### config.mk
export PLATFORM = sky130hd
export DESIGN_NAME = cpu65_dma_ctrl
export DESIGN_NICKNAME = d
export VERILOG_FILES = /design/src/rtl/cpu65_dma_ctrl.sv
export SDC_FILE = /design/constraint.sdc
export NUM_CORES = 1
export LEC_CHECK = 0
export CAP_MARGIN = 10
export CORE_MARGIN = 2
export CORE_UTILIZATION = 55
export CTS_BUF_LIST = sky130_fd_sc_hd__clkbuf_2
export DETAILED_ROUTE_END_ITERATION = 8
export HOLD_SLACK_MARGIN = 0.02
export MAX_ROUTING_LAYER = met4
export PLACE_DENSITY = 0.8
export SLEW_MARGIN = 25
export SYNTH_ARGS = -nofsm -noshare
export SYNTH_HDL_FRONTEND = slang
export SYNTH_SLANG_ARGS = --single-unit
### constraint.sdc
create_clock -name clk_i -period 4.6 [get_ports clk_i]
set_clock_uncertainty 0.05 [all_clocks]
set_input_delay 0.92 -clock clk_i [delete_from_list [all_inputs] [get_ports clk_i]]
set_output_delay 0.92 -clock clk_i [all_outputs]
set_load 0.01 [all_outputs]
### src/rtl/cpu65_dma_ctrl.sv
// Bus-mastering block-copy DMA for the cpu65 bus: halts the core via RDY, takes the bus via AEC.
// Optional fill mode (constant byte to dst, no reads) is enabled by defining DMA_FILL_EN.
module cpu65_dma_ctrl (
  input  logic        clk_i,
  input  logic        rst_i,
  input  logic        cfg_we,
  input  logic [1:0]  cfg_sel,
  input  logic [15:0] cfg_wdata,
  input  logic        start,
  output logic        busy,
  output logic        done,
  input  logic        cpu_rwn,
  input  logic        cpu_mln,
  output logic        rdy_o,
  output logic        aec_o,
  output logic [15:0] bus_a_o,
  output logic        bus_a_oe,
  output logic        bus_rwn_o,
  output logic [7:0]  bus_d_o,
  output logic        bus_d_oe,
  input  logic [7:0]  bus_d_i
);

  typedef enum logic [2:0] {
    S_IDLE, S_HALT, S_GRANT, S_RD, S_WR, S_RELEASE, S_DONE
  } state_t;

  state_t      r_state;
  logic [15:0] r_src;
  logic [15:0] r_dst;
  logic [15:0] r_len;
  logic        r_busy;
  logic        r_done;
  logic        r_rdy;
  logic        r_aec;
  logic [15:0] r_a;
  logic        r_a_oe;
  logic        r_rwn;
  logic [7:0]  r_d;
  logic        r_d_oe;
  logic        w_fill;
  logic [7:0]  w_fill_byte;

`ifdef DMA_FILL_EN
  logic        r_fill_mode;
  logic [7:0]  r_fill;
  assign w_fill      = r_fill_mode;
  assign w_fill_byte = r_fill;
`else
  assign w_fill      = 1'b0;
  assign w_fill_byte = 8'h00;
`endif

  assign busy      = r_busy;
  assign done      = r_done;
  assign rdy_o     = r_rdy;
  assign aec_o     = r_aec;
  assign bus_a_o   = r_a;
  assign bus_a_oe  = r_a_oe;
  assign bus_rwn_o = r_rwn;
  assign bus_d_o   = r_d;
  assign bus_d_oe  = r_d_oe;

  // All outputs are registered and set on the transition into the state they belong to.
  always_ff @(posedge clk_i) begin
    if (rst_i) begin
      r_state <= S_IDLE;
      r_src   <= 16'h0000;
      r_dst   <= 16'h0000;
      r_len   <= 16'h0000;
      r_busy  <= 1'b0;
      r_done  <= 1'b0;
      r_rdy   <= 1'b1;
      r_aec   <= 1'b1;
      r_a     <= 16'h0000;
      r_a_oe  <= 1'b0;
      r_rwn   <= 1'b1;
      r_d     <= 8'h00;
      r_d_oe  <= 1'b0;
`ifdef DMA_FILL_EN
      r_fill_mode <= 1'b0;
      r_fill      <= 8'h00;
`endif
    end else begin
      r_done <= 1'b0;
      case (r_state)
        S_IDLE: begin
          if (cfg_we) begin
            case (cfg_sel)
              2'd0: r_src <= cfg_wdata;
              2'd1: r_dst <= cfg_wdata;
`ifdef DMA_FILL_EN
              2'd2: begin
                r_len       <= {1'b0, cfg_wdata[14:0]};
                r_fill_mode <= cfg_wdata[15];
              end
              2'd3: r_fill <= cfg_wdata[7:0];
`else
              2'd2: r_len <= cfg_wdata;
`endif
              default: ;
            endcase
          end
          // The zero-length test sees the pre-write length when cfg_we and start coincide.
          if (start) begin
            if (r_len != 16'h0000) begin
              r_state <= S_HALT;
              r_busy  <= 1'b1;
              r_rdy   <= 1'b0;
            end else begin
              r_state <= S_DONE;
              r_done  <= 1'b1;
            end
          end
        end
        S_HALT: begin
          if (cpu_rwn && cpu_mln) begin
            r_state <= S_GRANT;
            r_aec   <= 1'b0;
          end
        end
        S_GRANT: begin
          r_a_oe <= 1'b1;
          if (w_fill) begin
            r_state <= S_WR;
            r_a     <= r_dst;
            r_rwn   <= 1'b0;
            r_d     <= w_fill_byte;
            r_d_oe  <= 1'b1;
          end else begin
            r_state <= S_RD;
            r_a     <= r_src;
            r_rwn   <= 1'b1;
          end
        end
        S_RD: begin
          r_state <= S_WR;
          r_a     <= r_dst;
          r_rwn   <= 1'b0;
          r_d     <= bus_d_i;
          r_d_oe  <= 1'b1;
        end
        S_WR: begin
          if (!w_fill) r_src <= r_src + 16'd1;
          r_dst <= r_dst + 16'd1;
          r_len <= r_len - 16'd1;
          if (r_len == 16'd1) begin
            r_state <= S_RELEASE;
            r_a_oe  <= 1'b0;
            r_d_oe  <= 1'b0;
            r_rwn   <= 1'b1;
          end else if (w_fill) begin
            r_a <= r_dst + 16'd1;
          end else begin
            r_state <= S_RD;
            r_a     <= r_src + 16'd1;
            r_rwn   <= 1'b1;
            r_d_oe  <= 1'b0;
          end
        end
        S_RELEASE: begin
          r_state <= S_DONE;
          r_aec   <= 1'b1;
          r_rdy   <= 1'b1;
          r_busy  <= 1'b0;
          r_done  <= 1'b1;
        end
        S_DONE:  r_state <= S_IDLE;
        default: r_state <= S_IDLE;
      endcase
    end
  end

endmodule

==> reports/metrics.yaml <==
status: "completed"
die_h_microns: 95.6
setup_tns_ns: 0
ant_nets: 0
h-tree-depth: 3
place.gp.congestion: 0.924
synthesis.area_sq_mm: 0.00461
cap_violations: 0
seq_area_frac_synth_pct: 35.6
grt_pass1_wl_mm: 21.3
fp.dieArea_sq_mm: 0.00914
p_int_mw: 1.69
powerDensity_mw_per_mm2: 572
reg2regPathDepth: 4
grt_pass1_vias: 4238
port_buffers: 62
io_pins: 63
hold-path-endpoint: "bus_d_o[6]$_SDFFE_PP0N_"
final_cell_mix: "dfxtp_1, nand2_1, nor2_1, a21oi_1, clkdlybuf4s50_1"
finalNetCount: 691
min_path_type: "register to register"
initial_core_util_pct: 56.4
start_kind: "register"
final_common_cell: "dfxtp_1"
cts_buffers: 9
final_hold_viol_count: 0
instances_no_fill: 765
synth-async-reset-ratio_pct: 0
first_pass_iters: 5
finalCritPeriodShare_pct: 65.0
die_x_microns: 95.6
slew_headroom_pct: 38.9
rsz0062_at_grt: "false"
netSwitchingFraction_pct: 44.8
synthesis.nets: 659
slew_violations: 0
initialDrtViolationCount: 554
cts_setup_buffers: 0
min_from: "bus_d_o[6]$_SDFFE_PP0N_"
power_frac_seq_pct: 37.3
fmax_mhz: 335
tightest_slew_ns: 0.916
r2r_start: "r_state[2]$_SDFFE_PP0P_"
criticalPathCategory: "register to register"
dpl_cell_area_sq_mm: 0.00522
comb_power_share_pct: 48.4
core_area_sq_mm: 0.00818
ir_drop_v: 0.000353
hold_buffers: 0
final_cell_area_sq_mm: 0.00536
setup-violations-final: 0
cts.repair.resized: 0
num_vias: 4921
area_growth_pct: 16.1
drive_gt1_share_pct: 5.76
hold_path_depth: 2
crit_required_ns: 4.99
ys_types: 65
r2r_end: "bus_a_o[10]$_SDFFE_PP0P_"
grt_antenna_before_repair: 0
cp_max_fo: 30
leakage_nw: 1.78
rrSetupSlack_ns: 1.61
syn_avg_cell_area_sq_um: 7.40
period_needed_ns: 2.99
dp_cells: 749
cp-end-kind: "register"
clk_transition_reported_paths_ns: 0.23
dp_hpwl_mm: 8.94
num_rows: 33
cts_tree: "yes"
synth_seq_cells: 82
synth_warnings: 0
gr-total-overflow: 0
grt_max_degree: 68
cp.arrival_ns: 3.38
drc_errors: 0
wirelength_mm: 13.2
cts.sinks: 82
n_antenna_cell: 0
viasPerCell: 6.43
synth-edff-count: 0
ys.flop_type: "dfxtp_1"
clkPwrFrac_pct: 14.3
synthCells: 623
grt_util_all_layers_pct: 30.5
clock_path_buffers: 2
netSwitchingPower_mw: 1.37
avgRoutedWirePerCell_microns: 17.3
cts_root_buffer: "clkbuf_2"
clkLatencyLatePin_ns: 0.55
-- final cells by class --
class	count	area, sq um
fillers	716	2820
multi-input cells	481	2730
flip-flops and latches	82	1640
repair buffers	69	668
well taps	105	131
clock inverters	7	92.6
clock buffers	9	45.0
inverters	12	45.0
-- power groups by stage --
stage,Clock (mW),Sequential [mW],Combinational [mW]
final,0.439,1.14,1.48
after floorplan,0,1.10,1.05
after detailed placement,0,1.15,1.45
after global placement,0,1.13,1.43
after global routing,0.478,1.17,1.64
after CTS,0.448,1.13,1.46
-- Yosys cell counts, types with 3 or more instances --
cell,number,area [sq um]
a211oi_1,14,105
ha_1,4,50.1
a211oi_2,3,37.5
and3b_1,3,26.3
nand3b_1,4,30.0
o31ai_1,10,75.1
buf_2,3,15.0
o21ai_0,60,300
inv_1,11,41.3
nor3_1,28,140
o41ai_1,3,26.3
nor4_1,14,87.6
nor2b_1,3,18.8
nand2_1,73,274
dfxtp_1,82,1640
or2_2,4,25.0
nand3_1,17,85.1
and3_1,5,31.3
buf_1,5,18.8
a22oi_1,4,30.0
a21oi_1,64,320
nand4_1,8,50.1
a221oi_1,5,43.8
o21a_1,5,37.5
nor3b_1,4,30.0
a221o_1,4,40.0
nand2b_1,3,18.8
clkbuf_1,38,143
and2_1,10,62.6
nor2_1,64,240
a311oi_1,4,35.0
o22ai_1,4,25.0
a31oi_1,14,87.6
a22o_1,3,26.3
a21o_1,3,22.5
-- cell families (layout without fill, tap and decap cells) --
group / after synthesis / in the layout / synth area share [%]
AOI/OAI and AO/OA: 223 / 223 / 31.1
xor gates and xnor gates: 2 / 2 / 0.380
adders and majority gates: 4 / 4 / 1.08
buffers and inverters: 60 / 97 / 5.29
DFF: 82 / 82 / 35.6
muxes: 1 / 1 / 0.217
and+or+nand+nor: 251 / 251 / 26.4
-- how the worst max path moves through the flow --
stage | startpoint | to | cells after the start
2_1_floorplan | cfg_sel[1] | r_len[2]$_SDFFE_PP0P_ | 6
4_1_cts | r_state[2]$_SDFFE_PP0P_ | bus_a_o[10]$_SDFFE_PP0P_ | 4
3_5_place_dp | cfg_we | r_src[10]$_SDFFE_PP0P_ | 6
6_report | r_state[2]$_SDFFE_PP0P_ | bus_a_o[10]$_SDFFE_PP0P_ | 4
3_3_place_gp | cfg_we | r_src[2]$_SDFFE_PP0P_ | 6
5_1_grt | r_state[2]$_SDFFE_PP0P_ | bus_a_o[8]$_SDFFE_PP0P_ | 4
-- through the flow --
| stage | power (mW) | worst slack (ns) | hold WS, ns | util, % |
|---|---|---|---|---|
| global route | 3.28 | 1.43 | 0.442 | 65.5 |
| finish | 3.06 | 1.61 | 0.423 | 65.5 |
| floorplan | 2.14 | 2.52 | 0.395 | - |
| global placement | 2.56 | 1.65 | 0.393 | 63.8 |
| CTS | 3.04 | 1.64 | 0.425 | 65.5 |
| detailed placement | 2.60 | 1.63 | 0.401 | 63.8 |
-- sequential cells by signal, summed over array words and instances, names as in the netlist --
signal     flops
r_state        3
r_dst         16
rdy_o          1
bus_rwn_o      1
bus_d_oe       1
bus_a_oe       1
done           1
aec_o          1
bus_a_o       16
r_src         16
r_len         16
bus_d_o        8
busy           1
-- worst max-delay path, cell delays in order (launching register included) --
cell	delay (ns)
dfxtp_1	0.97
or3b_2	0.53
a21oi_2	0.53
or2_1	0.60
a41oi_2	0.20
-- routing by layer --
metal / global-route usage (%) / wire length [microns] / vias up / part of all wire, %
li1: - / - / 2367 / -
met1: 42.7 / 5820 / 2275 / 44
met2: 44.8 / 5910 / 241 / 45
met3: 4.51 / 1200 / 38 / 9.0
met4: 10.6 / 321 / 0 / 2.4
met5: - / 0 / - / 0
No activity file was read; power rests on OpenSTA's default activity.
